**config.mk**
```make
export PLATFORM = sky130hd
export DESIGN_NAME = rv32i_reorder_buffer
export DESIGN_NICKNAME = d
export VERILOG_FILES = /design/src/rtl/rv32i_pkg.sv /design/src/rtl/rv32i_reorder_buffer.sv
export SDC_FILE = /design/constraint.sdc
export NUM_CORES = 1
export LEC_CHECK = 0
export ABC_AREA = 1
export CAP_MARGIN = 20
export CORE_MARGIN = 5
export CORE_UTILIZATION = 65
export CTS_CLUSTER_DIAMETER = 30
export DETAILED_ROUTE_END_ITERATION = 12
export PLACE_DENSITY = 0.82
export SLEW_MARGIN = 20
export SYNTH_ARGS = -nofsm -noshare
export SYNTH_HDL_FRONTEND = slang
export SYNTH_SLANG_ARGS = --single-unit
```
**constraint.sdc**
```tcl
create_clock -name clk -period 8.35 [get_ports clk]
set_input_delay 0.835 -clock clk [delete_from_list [all_inputs] [get_ports clk]]
set_output_delay 0.835 -clock clk [all_outputs]
set_load 0.05 [all_outputs]
```
**src/rtl/rv32i_pkg.sv**
```systemverilog
// Shared RV32I core types: register-file index widths and the reorder buffer entry layout.
package rv32i_pkg;

  localparam int ROB_DEPTH_DEFAULT    = 16;
  localparam int ROB_IDX_BW           = $clog2(ROB_DEPTH_DEFAULT);
  localparam int ARCH_REG_FILE_IDX_BW = 5;
  localparam int PHYS_REG_FILE_IDX_BW = 6;

  typedef struct packed {
    logic                            vld;
    logic                            done;
    logic                            dst_vld;
    logic [ARCH_REG_FILE_IDX_BW-1:0] arch_idx;
    logic [PHYS_REG_FILE_IDX_BW-1:0] phys_idx;
  } rob_entry_t;

endpackage

```
**src/rtl/rv32i_reorder_buffer.sv**
```systemverilog
// In-order retire reorder buffer: circular entry array with wrap-bit pointers,
// out-of-order completion marking, and one registered retire per cycle.
module rv32i_reorder_buffer
  import rv32i_pkg::*;
#(
  parameter  int ROB_DEPTH = ROB_DEPTH_DEFAULT,
  localparam int IDX_BW    = $clog2(ROB_DEPTH)
) (
  input  logic                            clk,
  input  logic                            rstn,
  input  logic                            i_alloc_vld,
  input  logic                            i_alloc_dst_vld,
  input  logic [ARCH_REG_FILE_IDX_BW-1:0] i_alloc_arch_rf_idx,
  input  logic [PHYS_REG_FILE_IDX_BW-1:0] i_alloc_phys_rf_idx,
  output logic                            o_alloc_rdy,
  output logic [IDX_BW-1:0]               o_alloc_rob_idx,
  input  logic                            i_cmpl_vld,
  input  logic [IDX_BW-1:0]               i_cmpl_rob_idx,
  output logic                            o_retire,
  output logic                            o_retire_dst_vld,
  output logic [ARCH_REG_FILE_IDX_BW-1:0] o_retire_arch_rf_idx,
  output logic [PHYS_REG_FILE_IDX_BW-1:0] o_retire_phys_rf_idx,
  output logic [IDX_BW:0]                 o_rob_cnt,
  output logic                            o_rob_empty
);

  localparam logic [IDX_BW:0] PTR_ONE = (IDX_BW+1)'(1);

  rob_entry_t rob_q [ROB_DEPTH];
  rob_entry_t rob_d [ROB_DEPTH];

  logic [IDX_BW:0] head_q, head_d, tail_q, tail_d;
  logic [IDX_BW-1:0] head_idx, tail_idx;
  logic full, empty, alloc_fire, ret_fire;
  rob_entry_t head_ent;

  logic                            ret_q;
  logic                            ret_dst_q;
  logic [ARCH_REG_FILE_IDX_BW-1:0] ret_arch_q;
  logic [PHYS_REG_FILE_IDX_BW-1:0] ret_phys_q;

  assign head_idx   = head_q[IDX_BW-1:0];
  assign tail_idx   = tail_q[IDX_BW-1:0];
  assign empty      = (head_q == tail_q);
  assign full       = (head_idx == tail_idx) && (head_q[IDX_BW] != tail_q[IDX_BW]);
  assign head_ent   = rob_q[head_idx];
  // Both decisions come from registered state only; a retire never frees a slot for the same edge.
  assign ret_fire   = head_ent.vld & head_ent.done;
  assign alloc_fire = i_alloc_vld & ~full;

  always_comb begin
    rob_d  = rob_q;
    head_d = head_q;
    tail_d = tail_q;
    if (i_cmpl_vld && rob_q[i_cmpl_rob_idx].vld)
      rob_d[i_cmpl_rob_idx].done = 1'b1;
    if (ret_fire) begin
      rob_d[head_idx].vld = 1'b0;
      head_d              = head_q + PTR_ONE;
    end
    if (alloc_fire) begin
      rob_d[tail_idx].vld      = 1'b1;
      rob_d[tail_idx].done     = 1'b0;
      rob_d[tail_idx].dst_vld  = i_alloc_dst_vld;
      rob_d[tail_idx].arch_idx = i_alloc_arch_rf_idx;
      rob_d[tail_idx].phys_idx = i_alloc_phys_rf_idx;
      tail_d                   = tail_q + PTR_ONE;
    end
  end

  // Payload fields are intentionally left out of reset; only the status bits clear.
  always_ff @(posedge clk or negedge rstn) begin
    if (!rstn) begin
      head_q <= '0;
      tail_q <= '0;
      for (int i = 0; i < ROB_DEPTH; i++) begin
        rob_q[i].vld  <= 1'b0;
        rob_q[i].done <= 1'b0;
      end
    end else begin
      head_q <= head_d;
      tail_q <= tail_d;
      rob_q  <= rob_d;
    end
  end

  always_ff @(posedge clk or negedge rstn) begin
    if (!rstn) begin
      ret_q      <= 1'b0;
      ret_dst_q  <= 1'b0;
      ret_arch_q <= '0;
      ret_phys_q <= '0;
    end else begin
      ret_q <= ret_fire;
      if (ret_fire) begin
        ret_dst_q  <= head_ent.dst_vld;
        ret_arch_q <= head_ent.arch_idx;
        ret_phys_q <= head_ent.phys_idx;
      end
    end
  end

  assign o_alloc_rdy          = ~full;
  assign o_alloc_rob_idx      = tail_idx;
  assign o_retire             = ret_q;
  assign o_retire_dst_vld     = ret_dst_q;
  assign o_retire_arch_rf_idx = ret_arch_q;
  assign o_retire_phys_rf_idx = ret_phys_q;
  assign o_rob_cnt            = tail_q - head_q;
  assign o_rob_empty          = empty;

endmodule

```
==> out/metrics.cfg, run 1 <==
[run_status]
status=completed

[worst_setup_path]
cp_common_cell=buf_4
crit_path_start_kind=flip-flop
critPathKind=reg -> out
end_kind=output port
path_max_fanout=74
slowest_delay_ns=0.82
cp_data_arrival_time_ns=3.66
cp_num_buf_inv=4
crit_chain=buf_4 -> clkinv_1 -> buf_4 -> ha_1 -> nand2_1 -> o21ai_0 -> xor2_1 -> clkdlybuf4s50_1
crit_family=buffers and inverters
crit_required_ns=7.52
slowest_stage=clkdlybuf4s50_1

[pwr]
p_leak_nw=5.75
ir_worst_vdd_v=0.000814
pwr_density_cell_nw_per_um2=404

[flow_run]
maxCapViolCount=0

[placement]
place.gp.congestion=1.02
dp_hpwl_mm=21.9
portBuffers=43
place_inst=1535

[global_routing]
grt_pass1_vias=9572
grt.overflow.total=0
grt_max_degree=116
grt_pass1_wl_mm=52.5
grt_antenna_before_repair=0
grt_usage=0.323

[timing]
hold_slack_ns=0.462
tns_ns=0
rsz0062_at_grt=no
period_share=0.539
hold_violations=0
slew_headroom=0.213
finalSetupViolCount=0
period_needed_ns=4.50
slew_viol_final=0
fmax_mhz=222
tightest_slew_ns=1.18
final.setup_skew_ns=0.0241

[floorplan]
die_area_um2=21100
fp.coreArea_um2=18000
die_h_um=145
rows=49
ioPinCount=44
initial_core_util=0.661
fp.dieW_um=145

[cts]
cts_buffer_depth=3
post_cts_buffers=0
clock_latency_ns=0.55
post_cts_resized=0
root_buffer=clkbuf_16
cts_tree=done
htreeDepth=2
numCtsBuffers=46
cts.clk_slew.worst_paths_ns=0.05
clock_sinks=247
hold_buffers=0

[detailed_routing]
dr.max_layer_used=met4
wl_met1_mm=12.3
routed_wl_mm=34.7
wl_met2_mm=16.0
vias=9772
ant_nets=0
drt_iter0_markers=1634
vias_per_cell=6.03
drc_errors=0
detail_route.first_pass.iterations=6
wl_met3_mm=4.40
wire_per_inst_um=21.4

[synthesis]
ys_types=26
netlist_area_um2=11900
ys_seq_area_frac=0.600
synthArstFlopShare=0.223
synth_top_cell_area_share=0.484
syn-num-nets=1377
synth.ff_latch_count=247
synth_area_leaders=edfxtp_1 48%, nor2_1 14%, dfrtp_1 12%
yosys.area.top_type=edfxtp_1
synth-main-ff-cell=edfxtp_1
synth_edf_count=192
avgSynthCellArea_um2=8.86
synth-warning-count=0
synthCells=1344

[cells_and_area]
syn2layout_area_growth_pct=15.7
layoutNonFillerInstCount=1621
nets=1387
antenna_cells=0
final_util=0.764
drive_gt1_frac=0.0718

[min_path]
hold_path_class=in -> async

-- power by group --
part / switching (mW) / leakage, nW / internal, mW
clock network: 0.644 / 0.747 / 1.21
logic: 1.50 / 2.65 / 0.560
registers: 0.143 / 2.36 / 1.51
-- cell families after synthesis --
family | Yosys count | synth area share
AO/OA/AOI/OAI | 139 | 0.0584
XOR/XNOR | 10 | 0.00735
adder cells (fa/ha/maj) | 13 | 0.0143
buffers and inverters | 163 | 0.0625
flip-flops | 247 | 0.600
AND/OR/NAND/NOR | 772 | 0.258
-- cell usage after synthesis (12+ instances only) --
cell	count
nor2_1	446
o21ai_0	111
nand2_1	242
clkbuf_1	29
inv_1	74
dfrtp_1	55
buf_2	32
edfxtp_1	192
nand3_1	57
a21oi_1	18
ha_1	12
buf_4	14
nand4_1	14
-- stage by stage --
stage / setup WS (ns) / instance area (um^2) / power, mW
2_1_floorplan: 4.86 / 11900 / 3.10
5_1_grt: 3.70 / 13800 / 5.81
6_report: 3.85 / 13800 / 5.56
3_3_place_gp: 4.34 / 12200 / 3.61
3_5_place_dp: 4.22 / 12200 / 3.65
4_1_cts: 3.90 / 13800 / 5.51
-- area by class of cell --
type / instances / area (um^2)
repair buffers: 47 / 455
clock buffers: 56 / 1220
well taps: 229 / 287
inverters: 78 / 295
flip-flops and latches: 247 / 7150
fillers: 1216 / 4250
clock inverters: 30 / 353
multi-input cells: 934 / 4020
-- state kept, by name, indices dropped and copies added, names as in the netlist --
register	cells
head_q	5
o_retire	1
o_retire_arch_rf_idx	5
o_retire_dst_vld	1
o_retire_phys_rf_idx	6
rob_q	224
tail_q	5
-- cells in the final DEF (no fill, tap or decap), types with 10 or more instances in the layout --
| cell | netlist | final |
|---|---|---|
| nand4_1 | 14 | 14 |
| clkdlybuf4s50_1 | 0 | 42 |
| o21ai_1 | 10 | 10 |
| o21ai_0 | 111 | 111 |
| a21oi_1 | 18 | 18 |
| ha_1 | 12 | 12 |
| inv_1 | 74 | 74 |
| edfxtp_1 | 192 | 192 |
| nand3_1 | 57 | 57 |
| nand2_1 | 242 | 242 |
| dfrtp_1 | 55 | 53 |
| clkbuf_16 | 0 | 46 |
| nor2_1 | 446 | 446 |
-- layer usage --
metal | GRT usage | vias to the layer above
li1 | - | 4376
met1 | 0.427 | 4505
met2 | 0.503 | 737
met3 | 0.0704 | 154
met4 | 0.178 | 0
met5 | 0 | -
-- worst paths after layout --
check                                   startpoint                      end  slack [ns]  cells past startpoint
max reg2reg                              head_q[1]               rob_q[189]        4.06                     11
min in group clk           o_retire_phys_rf_idx[3]  o_retire_phys_rf_idx[3]        0.46                      2
min reg2reg                o_retire_phys_rf_idx[3]  o_retire_phys_rf_idx[3]        0.46                      2
max                                      head_q[1]             o_rob_cnt[3]        3.85                      8
max in group asynchronous                     rstn                head_q[0]        7.32                      2
min                                           rstn                rob_q[69]        0.46                      2
(Power assumes the default switching activity.)
==> run 2, diff against run 1 <==
--- a/config.mk
+++ b/config.mk
@@ -8,10 +8,10 @@
 export ABC_AREA = 1
 export CAP_MARGIN = 20
 export CORE_MARGIN = 5
-export CORE_UTILIZATION = 65
+export CORE_UTILIZATION = 55
 export CTS_CLUSTER_DIAMETER = 30
 export DETAILED_ROUTE_END_ITERATION = 12
-export PLACE_DENSITY = 0.82
+export PLACE_DENSITY = 0.74
 export SLEW_MARGIN = 20
 export SYNTH_ARGS = -nofsm -noshare
 export SYNTH_HDL_FRONTEND = slang
==> constraint.sdc (replaced) <==
create_clock -name clk -period 3.9 [get_ports clk]
set_input_delay 0.39 -clock clk [delete_from_list [all_inputs] [get_ports clk]]
set_output_delay 0.39 -clock clk [all_outputs]
set_load 0.05 [all_outputs]
==> run 2 against run 1 <==
Effect of this change:
- power rose by 120%
- count of clock-buffer cells in the layout rose by 2
- register-to-register slack got worse by 3.3 ns
- global-route usage is 6.5 points lower
- largest power group unchanged
- highest routed layer unchanged
- sequential share of layout area decreased by 1.3 points
- clock power up 120%
- wire length fell by 9.3%
- sequential power rose by 110%
- design area up 2.5%
==> out/metrics.cfg, run 2 (same netlist as run 1, synthesis figures left out) <==
[run_status]
status=completed

[global_routing]
grt_usage=0.258  ; -0.0652
grt_pass1_vias=9080  ; -5.1%
grt.overflow.total=0  ; unchanged
grt_pass1_wl_mm=49.4  ; -6.0%
grt_max_degree=94  ; -19%
grt_antenna_before_repair=0  ; unchanged

[worst_setup_path]
crit_path_start_kind=flip-flop
slowest_stage=clkdlybuf4s50_1
critPathKind=reg -> out
crit_required_ns=3.51  ; -4.01 ns
crit_family=buffers and inverters
end_kind=output port
slowest_delay_ns=0.84  ; +0.02 ns
cp_num_buf_inv=2  ; -2
cp_data_arrival_time_ns=3.00  ; -0.66 ns
crit_chain=inv_1 -> ha_1 -> fa_1 -> o21ai_0 -> xnor2_1 -> clkdlybuf4s50_1
path_max_fanout=5  ; -93%

[detailed_routing]
drt_iter0_markers=1167  ; -29%
ant_nets=0  ; unchanged
vias_per_cell=5.56  ; -7.8%
detail_route.first_pass.iterations=6  ; unchanged
routed_wl_mm=31.5  ; -9.3%
drc_errors=0  ; unchanged
wire_per_inst_um=18.6  ; -13%
vias=9419  ; -3.6%

[timing]
fmax_mhz=295
finalSetupViolCount=0  ; unchanged
final.setup_skew_ns=0.0179  ; -0.00617 ns
tns_ns=0  ; unchanged
slew_viol_final=0  ; unchanged
slew_headroom=0.310  ; +0.0968
rsz0062_at_grt=no
period_share=0.869
hold_violations=0  ; unchanged
period_needed_ns=3.39
tightest_slew_ns=1.03  ; -0.141 ns

[placement]
place_inst=1607  ; +4.7%
dp_hpwl_mm=20.4  ; -6.7%
portBuffers=43  ; unchanged
place.gp.congestion=0.949  ; -7.2%

[cts]
cts_tree=done
post_cts_buffers=0  ; unchanged
post_cts_resized=0  ; unchanged
cts.clk_slew.worst_paths_ns=0.05  ; about the same
clock_latency_ns=0.53  ; -0.02 ns
cts_buffer_depth=3  ; unchanged
htreeDepth=2  ; unchanged
root_buffer=clkbuf_16
hold_buffers=0  ; unchanged
clock_sinks=247  ; unchanged
numCtsBuffers=48  ; +4.3%

[floorplan]
die_h_um=157  ; +8.1%
die_area_um2=24700  ; +17%
initial_core_util=0.563  ; -0.0977
ioPinCount=44  ; unchanged
fp.dieW_um=157  ; +8.1%
fp.coreArea_um2=21200  ; +17%
rows=53  ; +8.2%

[cells_and_area]
final_cell_mix=446 x nor2_1, 242 x nand2_1, 192 x edfxtp_1
antenna_cells=0  ; unchanged
nets=1415  ; +2.0%
final_common_cell=nor2_1
largest_reg_flops=224  ; unchanged
largest_register=rob_q
drive_gt1_frac=0.0915  ; +0.0197
syn2layout_area_growth_pct=18.6
layoutNonFillerInstCount=1695  ; +4.6%

[min_path]
hold_path_class=in -> async

[pwr]
ir_worst_vdd_v=0.000877  ; +7.7%
pwr_density_cell_nw_per_um2=855  ; +110%
p_leak_nw=5.94  ; +3.3%

[flow_run]
maxCapViolCount=0  ; unchanged

==> run 2: cell types whose count changed in the layout (fill, tap and decap cells not counted) <==
| cell | delta |
|---|---|
| buf_4 | +25 |
| clkinvlp_4 | -2 |
| clkdlybuf4s50_1 | -3 |
| clkinv_4 | -1 |
| clkbuf_16 | +3 |
| clkinv_8 | -1 |
| buf_12 | +4 |
| clkbuf_1 | -1 |
| clkinv_1 | +2 |
| clkinv_2 | +2 |
==> run 2: final timing paths <==
path | from | to | slack, ns | cells after the start
setup / recovery | tail_q[0] | o_rob_cnt[4] | 0.51 | 6
hold / removal | rstn | rob_q[110] | 0.02 | 2
setup reg to reg | head_q[1] | rob_q[131] | 0.78 | 10
hold reg to reg | o_retire_arch_rf_idx[2] | o_retire_arch_rf_idx[2] | 0.46 | 2
max in group asynchronous | rstn | head_q[0] | 3.31 | 2
min in group clk | o_retire_arch_rf_idx[2] | o_retire_arch_rf_idx[2] | 0.46 | 2
==> run 2: cell type report <==
cell class | count | area (um^2)
well taps | 275 | 344
fillers | 1579 | 7030
clock inverters | 30 | 330
inverters | 78 | 295
clock buffers | 58 | 1290
flip-flops and latches | 247 | 7150
multi-input cells | 934 | 4020
repair buffers | 73 | 693
==> run 2: stage by stage <==
| stage | hold WS (ns) | instance area [um^2] | total power, mW | utilization | setup WS [ns] |
|---|---|---|---|---|---|
| after CTS | 0.0532 | 14100 | 12.0 | 0.668 | 0.513 |
| after floorplan | 0.0944 | 11900 | 6.64 | - | 0.407 |
| after global routing | 0.0983 | 14100 | 12.7 | 0.668 | 0.359 |
| after global placement | 0.456 | 12500 | 7.90 | 0.591 | 0.918 |
| final | 0.0240 | 14100 | 12.1 | 0.668 | 0.511 |
| after detailed placement | 0.457 | 12500 | 7.96 | 0.591 | 0.852 |
==> run 2: report_power, final <==
group | internal (mW) | switching (mW)
sequential | 3.24 | 0.261
clock | 2.70 | 1.37
combinational | 1.33 | 3.17
==> run 2: per-layer routing <==
layer | up-vias | global-route usage | share of wire
met5 | - | 0 | 0
met4 | 0 | 0.0828 | 0.027
li1 | 4434 | - | -
met1 | 4439 | 0.357 | 0.41
met2 | 477 | 0.414 | 0.47
met3 | 69 | 0.0525 | 0.093
